--- src/rtl/abs_pump_arbiter.sv ---
// ---------------------------------------------------------------------------
// abs_pump_arbiter
// Arbitrates the shared ABS recovery pump between the four wheel channels.
// The pump is spun up before the first grant, each grant lasts at least
// MIN_HOLD cycles, a contended owner is preempted after MAX_HOLD cycles, and
// every hand-over inserts one dead cycle so two release valves never overlap.
//
// Ports:
//   clk        clock, rising edge
//   reset      asynchronous, active-high
//   req[3:0]   per-wheel pump request (bit0 FL, bit1 FR, bit2 RL, bit3 RR)
//   grant[3:0] one-hot (or zero) release-valve permission
//   pump_on    recovery pump motor enable
//   active_id  index of current or last owner
//   busy       high whenever the arbiter is not idle
//   preempt    one-cycle pulse during the dead cycle after a forced preemption
//
// Build option: define ABS_PUMP_FRONT_PRIORITY_EN to give the front wheels
// strict priority over the rear wheels (round-robin inside each pair).
//
// State | Meaning
// IDLE   | pump off, no grant
// SPINUP | pump running up to speed, no grant yet
// SERVE  | pump on, grant held by active_id
// SWITCH | single valve dead-time cycle between owners
// ---------------------------------------------------------------------------
module abs_pump_arbiter #(
    parameter int SPINUP_CYC = 2,
    parameter int MIN_HOLD   = 4,
    parameter int MAX_HOLD   = 16
) (
    input  logic       clk,
    input  logic       reset,
    input  logic [3:0] req,
    output logic [3:0] grant,
    output logic       pump_on,
    output logic [1:0] active_id,
    output logic       busy,
    output logic       preempt
);

    typedef enum logic [1:0] {IDLE, SPINUP, SERVE, SWITCH} state_t;

    localparam logic [3:0] SPIN_LAST = 4'(SPINUP_CYC - 1);
    localparam logic [4:0] HOLD_MIN  = 5'(MIN_HOLD - 1);
    localparam logic [4:0] HOLD_MAX  = 5'(MAX_HOLD - 1);

    state_t     state, state_nxt;
    logic [3:0] spin_cnt, spin_nxt;
    logic [4:0] hold_cnt, hold_nxt;
    logic [1:0] id_nxt;
    logic       preempt_nxt;
    logic [3:0] arb_req;
    logic [3:0] owner_mask;
    logic [3:0] rivals;
    logic [1:0] winner;

    // First requesting channel after 'last', wrapping modulo 4.
    function automatic logic [1:0] rr_pick(input logic [3:0] r, input logic [1:0] last);
        logic [1:0] idx;
        logic       found;
        rr_pick = last;
        found   = 1'b0;
        for (int i = 1; i <= 4; i++) begin
            idx = last + 2'(i);
            if (!found && r[idx]) begin
                rr_pick = idx;
                found   = 1'b1;
            end
        end
    endfunction

    assign owner_mask = 4'b0001 << active_id;

`ifdef ABS_PUMP_FRONT_PRIORITY_EN
    // Front requests mask out the rear pair; a front owner is only contested
    // by the other front wheel, a rear owner by anyone.
    assign arb_req = (req[1:0] != 2'b00) ? {2'b00, req[1:0]} : req;
    assign rivals  = active_id[1] ? (req & ~owner_mask)
                                  : (req & 4'b0011 & ~owner_mask);
`else
    assign arb_req = req;
    assign rivals  = req & ~owner_mask;
`endif

    assign winner = rr_pick(arb_req, active_id);

    always_comb begin
        state_nxt   = state;
        spin_nxt    = spin_cnt;
        hold_nxt    = hold_cnt;
        id_nxt      = active_id;
        preempt_nxt = 1'b0;
        case (state)
            IDLE: begin
                if (req != 4'b0000) begin
                    state_nxt = SPINUP;
                    spin_nxt  = 4'd0;
                end
            end
            SPINUP: begin
                if (req == 4'b0000) begin
                    state_nxt = IDLE;
                    spin_nxt  = 4'd0;
                end else if (spin_cnt == SPIN_LAST) begin
                    state_nxt = SERVE;
                    spin_nxt  = 4'd0;
                    hold_nxt  = 5'd0;
                    id_nxt    = winner;
                end else begin
                    spin_nxt = spin_cnt + 4'd1;
                end
            end
            SERVE: begin
                // Release takes precedence so a dropping owner is never
                // reported as preempted.
                if (!req[active_id] && (hold_cnt >= HOLD_MIN)) begin
                    state_nxt = SWITCH;
                    hold_nxt  = 5'd0;
                end else if ((hold_cnt == HOLD_MAX) && (rivals != 4'b0000)) begin
                    state_nxt   = SWITCH;
                    hold_nxt    = 5'd0;
                    preempt_nxt = 1'b1;
                end else if (hold_cnt != HOLD_MAX) begin
                    hold_nxt = hold_cnt + 5'd1;
                end
            end
            SWITCH: begin
                if (req != 4'b0000) begin
                    state_nxt = SERVE;
                    hold_nxt  = 5'd0;
                    id_nxt    = winner;
                end else begin
                    state_nxt = IDLE;
                end
            end
            default: state_nxt = IDLE;
        endcase
    end

    // Outputs are registered from the next-state values so they align with
    // the state they describe and clear asynchronously with reset.
    always_ff @(posedge clk or posedge reset) begin
        if (reset) begin
            state     <= IDLE;
            spin_cnt  <= 4'd0;
            hold_cnt  <= 5'd0;
            active_id <= 2'd3;
            grant     <= 4'b0000;
            pump_on   <= 1'b0;
            busy      <= 1'b0;
            preempt   <= 1'b0;
        end else begin
            state     <= state_nxt;
            spin_cnt  <= spin_nxt;
            hold_cnt  <= hold_nxt;
            active_id <= id_nxt;
            grant     <= (state_nxt == SERVE) ? (4'b0001 << id_nxt) : 4'b0000;
            pump_on   <= (state_nxt != IDLE);
            busy      <= (state_nxt != IDLE);
            preempt   <= preempt_nxt;
        end
    end

endmodule

--- config.mk ---
export PLATFORM = sky130hd
export DESIGN_NAME = abs_pump_arbiter
export DESIGN_NICKNAME = d
export VERILOG_FILES = /design/src/rtl/abs_pump_arbiter.sv
export SDC_FILE = /design/constraint.sdc
export NUM_CORES = 1
export LEC_CHECK = 0
export ABC_AREA = 1
export ABC_CLOCK_PERIOD_IN_PS = 3200
export CORE_ASPECT_RATIO = 0.75
export CORE_UTILIZATION = 66
export CTS_CLUSTER_DIAMETER = 40
export DETAILED_ROUTE_END_ITERATION = 7
export DONT_BUFFER_PORTS = 1
export PLACE_DENSITY = 0.9
export SLEW_MARGIN = 20
export SYNTH_ARGS = -nofsm -noshare
export SYNTH_HDL_FRONTEND = slang
export SYNTH_SLANG_ARGS = --single-unit
--- constraint.sdc ---
create_clock -name clk -period 3.2 [get_ports clk]
set_input_delay 0.32 -clock clk [delete_from_list [all_inputs] [get_ports clk]]
set_output_delay 0.32 -clock clk [all_outputs]
set_load 0.03 [all_outputs]
# After elaboration in Yosys (flattened, before gate mapping)
# Cells that the tools add are included.
[word_totals]
reg_bits = 19
in_bits = 6
out_inout_bits = 9
[classes]
add_sub_neg = 5
n_lt_le_gt_ge = 5
eq_ne = 12
shifts = 2
n_mux = 41
bitwise_logic = 2
reduce_logical = 18
[op_table]
columns = ["operator", "n"]
rows = [
  ["2-to-1 mux 5 bit", 6],
  ["2-to-1 mux 2 bit", 13],
  ["2-to-1 mux 4 bit", 4],
  ["case mux 5 bit (3 select lines)", 1],
  ["< comparator 2 x 3 -> 1 bit, second input constant", 4],
  ["2-to-1 mux 1 bit", 10],
  ["binary-select mux 1 bit (select 2 bit)", 4],
  ["!= test 2 bit, second input constant", 4],
  ["case mux 2 bit (4 select lines)", 1],
  ["case mux 4 bit (2 select lines)", 1],
  ["nonzero test 4 bit", 2],
  ["left shift 1 x 2 -> 4 bit, first input constant", 2],
  ["== test 2 bit, second input constant", 3],
  ["adder 5 x 1 -> 5 bit, second input constant", 1],
  ["== test 5 x 4 -> 1 bit, second input constant", 1],
  ["greater-or-equal comparator 5 x 2 -> 1 bit, second input constant", 1],
  ["logical AND 1 bit", 5],
  ["!= test 5 x 4 -> 1 bit, second input constant", 1],
  ["AND reduction 5 bit", 1],
  ["adder 2 bit, second input constant", 2],
  ["adder 4 x 1 -> 4 bit, second input constant", 1],
  ["bitwise AND 4 bit", 1],
  ["== test 4 x 1 -> 1 bit, second input constant", 1],
  ["zero test 1 bit", 4],
  ["other kinds (10)", 11],
]

# Logic depth before layout (Yosys ltp)
[logic_depth]
depth_word = 18
mapped_depth = 16
ltp_nobuf = 15

# Worst setup path before layout
# No wires, ideal clock.
[synth_path]
path_kind = "register -> register"
startpoint = "register active_id[0]"
endpoint = "register grant[2]"
arrival_ns = 1.980
required_ns = 3.080
slack_ns = 1.100
path_stages_with_launch = 16
synth_period_minus_slack_ns = 2.100
cell_sequence = "dfstp_2 buf_6 inv_6 ha_1 inv_1 nand3_2 nand2_1 inv_2 nand3_2 nand2_1 nand2_1 nand2_1 nand2_1 nand2_1 nor2_1 nor2_1"
[synth_via]
elab_chain_cells = 18
elab_cells_between_ends = 41
classes_between = "add/sub: 3; eq/ne: 1; shift: 2; mux: 23; bitwise: 2; reduce/logical: 10"
[synth_rtl]
columns = ["item", "line", "source"]
rows = [
  ["start, declared", "37", "output logic [1:0] active_id,"],
  ["start signal, assigned", "157", "active_id <= id_nxt;"],
  ["adder 2 x 1 -> 2 bit", "65", "idx = last + 2'(i);"],
  ["binary-select mux 1 bit (select 2 bit)", "66", "if (!found && r[idx]) begin"],
  ["2-to-1 mux 1 bit (implied by the code)", "66", ""],
  ["2-to-1 mux 1 bit", "66", ""],
  ["zero test 1 bit", "66", ""],
  ["logical AND 1 bit", "66", ""],
  ["2-to-1 mux 1 bit", "66", ""],
  ["zero test 1 bit", "66", ""],
  ["[2 not listed]", "n/a", ""],
  ["zero test 1 bit", "66", ""],
  ["logical AND 1 bit", "66", ""],
  ["2-to-1 mux 2 bit", "66", ""],
  ["2-to-1 mux 2 bit", "105", "end else if (spin_cnt == SPIN_LAST) begin"],
  ["2-to-1 mux 2 bit", "102", "if (req == 4'b0000) begin"],
  ["case mux 2 bit (2 select lines)", "94", "case (state)"],
  ["left shift 1 x 2 -> 4 bit", "158", "grant <= (state_nxt == SERVE) ? (4'b0001 << id_nxt) : 4'b0000;"],
  ["2-to-1 mux 4 bit (*)", "158", ""],
  ["end signal, assigned", "158", ""],
  ["end, declared", "35", "output logic [3:0] grant,"],
]
# Every way passes the cells marked *; elsewhere a longest branch is shown, timed or not. The select of a mux whose other input is x is not followed.
# A chain may end at the register's enable or synchronous reset.

# Final worst setup path
[layout_path]
startpoint = "register active_id[0]"
endpoint = "register grant[3]"
# The elaborated chain is that of the path after synthesis.

==> out/metrics.json <==
{
  "critical_path_buf_inv_count": 3,
  "report.power.total_w": 0.001433,
  "drc": 0,
  "synth_top_flop_cell": "dfrtp_1",
  "fin_crit_ns": 2.379,
  "synth_largest_area_cell": "dfrtp_1",
  "p_leak_nw": 0.7156,
  "die_area_sq_um": 2276,
  "io_pins": 15,
  "postRouteWirelength_microns": 2708,
  "hold_viol_final": 0,
  "critPathMaxFanout": 13,
  "critical-path-top-delay-family": "flip-flops",
  "arrival_time_worst_endpoint_ns": 2.57,
  "synth_warnings": 0,
  "clkTransAtPathRegs_ns": 0.10,
  "timing_max_transition_violations_final": 0,
  "finish.utilization_pct": 76.58,
  "cts_hold_buffers": 0,
  "hold_path.class": "in -> async",
  "power.sequential.fraction_pct": 33.5,
  "post_cts_resize_count": 0,
  "worstRegToRegCells": 14,
  "sw_frac_of_total_pct": 53.91,
  "reg2reg_to": "grant[3]",
  "place_area_sq_um": 1381,
  "synth_nets": 194,
  "row_count": 13,
  "grt_overflow": 0,
  "cts_tree": "built",
  "fmaxAchievable_mhz": 420.4,
  "globalRouteTotalUtil_pct": 28.81,
  "critPathSlowestCell": "dfstp_2",
  "required_ns": 3.39,
  "drt_pass1_iterations": 5,
  "flow.area_growth_from_synthesis_pct": 2.180,
  "post-dp-hpwl_microns": 2121,
  "cts_made_buffers": 3,
  "post_route_cells_drive_above_1_share_pct": 18.78,
  "critical_path.most_common_cell": "nand2_1",
  "final_min_period_over_clock_period_pct": 74.33,
  "die_width_microns": 54.76,
  "net-switching-power_w": 0.0007723,
  "fin_tns_setup_ns": 0,
  "run_status": "complete, no violations",
  "start_kind": "register",
  "routed-via-count": 1165,
  "port-buffer-count": 0,
  "ffs_latches_synth": 19,
  "initial_utilization_pct": 74.95,
  "clock_skew_ns": 0.001766,
  "syn_area_per_cell_sq_um": 7.653,
  "cap_viol_max_count": 0,
  "combPwrFrac_pct": 58.3,
  "die_h_microns": 41.57,
  "maxSlewHeadroom_pct": 54.38,
  "layout.cell_area.non_filler_sq_um": 1408,
  "ant_nets": 0,
  "reg2reg_from": "active_id[0]",
  "final_net_count": 196,
  "max_stage_delay_ns": 0.80,
  "worstPathCellList": "inv_6 -> ha_1 -> inv_1 -> nand3_2 -> nand2_1 -> inv_2 -> nand3_2 -> nand2_1 -> nand2_1 -> nand2_1 -> nand2_1 -> nand2_1 -> nor2_1 -> nor2_1",
  "ys_async_sr_fraction_pct": 100.0,
  "insertion_delay_ns": 0.29,
  "drt_iter0_drc": 41,
  "power.density_cell_area_nw_per_um2": 1018,
  "yosysSeqAreaShare_pct": 34.70,
  "insertedDiodeCount": 0,
  "fillerInstances": 140,
  "synth_top_cells_by_area": "dfrtp_1 31%, nand2_1 11%, ha_1 7.3%, nand3_1 5.8%, inv_1 5.7%",
  "core-area_sq_um": 1838,
  "clock_sinks": 19,
  "cts-root-to-sink-buffers": 2,
  "synth.distinct_cells": 32,
  "rsz0062_at_grt": "no",
  "synth_enable_flop_cells": 0,
  "setup_viol": 0,
  "grt_antenna_before_repair": 0,
  "globalplace.congestion": 0.8972,
  "via_density_per_instance": 5.739,
  "clock_tree.root_cell": "clkbuf_4",
  "tightest_slew_ns": 0.6835,
  "timing.reg2reg.setup_slack_ns": 0.82,
  "cts_htree_levels": 1,
  "routed_wire_length_per_instance_microns": 13.34,
  "critical_path.endpoint_type": "register",
  "criticalPathCategory": "reg -> reg",
  "power.clock.fraction_pct": 8.2,
  "grt_pass1_vias": 1120,
  "grt_first_pass_wirelength_microns": 4705,
  "cts_post_setup_buffers_inserted": 0,
  "cell_area_after_synthesis_sq_um": 1378,
  "synthDominantCellAreaShare_pct": 30.88,
  "internal_power_w": 0.0006603,
  "grt_max_degree": 20,
  "worst_ir_drop_on_vdd_mv": 0.7414,
  "netlist_instances": 180
}
-- stage by stage --
stage                     hold slack, ns  std cells  setup WS (ns)
after floorplan                   0.2697        180          1.100
after global placement            0.3422        199          1.039
after detailed placement          0.3450        199         0.9019
after CTS                        0.01669        203         0.8428
after global routing             0.06535        203         0.6202
final                           0.005187        203         0.8214
-- registers in the layout, summed over array words and instances (netlist names) --
name       cells
hold_cnt       5
spin_cnt       4
preempt        1
busy           1
active_id      2
state          2
grant          4
-- worst max-delay path by stage --
stage | startpoint | to | slack [ns] | cells after the start
CTS | active_id[0] | grant[3] | 0.84 | 14
floorplan | active_id[0] | grant[2] | 1.10 | 15
global route | active_id[0] | grant[3] | 0.62 | 14
global placement | active_id[0] | grant[2] | 1.04 | 14
detailed placement | active_id[0] | grant[3] | 0.90 | 14
finish | active_id[0] | grant[3] | 0.82 | 14
-- Yosys cell counts, types with 3 or more instances --
library cell	n
nand2_1	41
inv_1	21
dfrtp_1	17
nor2_1	17
nand3_1	16
ha_1	8
inv_2	8
nand2_2	7
o21ai_0	7
o21ai_1	5
nand4_1	4
a21oi_1	3
nand3_2	3
-- cell type report --
| class | count | area, sq um | share of cell area (%) |
|---|---|---|---|
| tap | 22 | 27.53 | 1.956 |
| multi-input combinational | 127 | 752.0 | 53.42 |
| sequential | 19 | 478.0 | 33.96 |
| inverter | 31 | 123.9 | 8.800 |
| clock buffer | 4 | 26.28 | 1.867 |
-- placed cells by master (no fill, tap or decap), types with 3 or more instances in the layout --
cell      count
inv_1        21
nor2_1       17
ha_1          8
o21ai_1       5
inv_2         8
nand4_1       4
nand3_2       3
o21ai_0       7
a21oi_1       3
nand3_1      16
nand2_1      41
nand2_2       7
dfrtp_1      17
clkbuf_4      3
-- power groups by stage --
stage               Sequential (W)  Clock [W]  Combinational [W]
floorplan                 0.000442          0           0.000711
global placement          0.000479          0           0.000758
detailed placement        0.000484          0           0.000809
CTS                       0.000479   0.000120           0.000821
global route              0.000494   0.000130           0.000945
finish                    0.000480   0.000118           0.000835
-- kinds of logic after synthesis --
| family | synth area share [%] |
|---|---|
| AND/OR/NAND/NOR | 36.33 |
| buffers and inverters | 10.72 |
| AO/OA/AOI/OAI | 9.083 |
| flip-flops | 34.70 |
| adder cells (fa/ha/maj) | 7.266 |
| XOR/XNOR | 1.908 |
-- routing by layer --
layer / up-vias / share of wire [%] / GRT usage, %
met5: - / 0 / 0
li1: 572 / - / -
met2: 59 / 46 / 43.86
met4: 0 / 3.1 / 12.82
met1: 517 / 43 / 34.80
met3: 17 / 7.3 / 11.72
No activity file was read; power rests on OpenSTA's default activity.
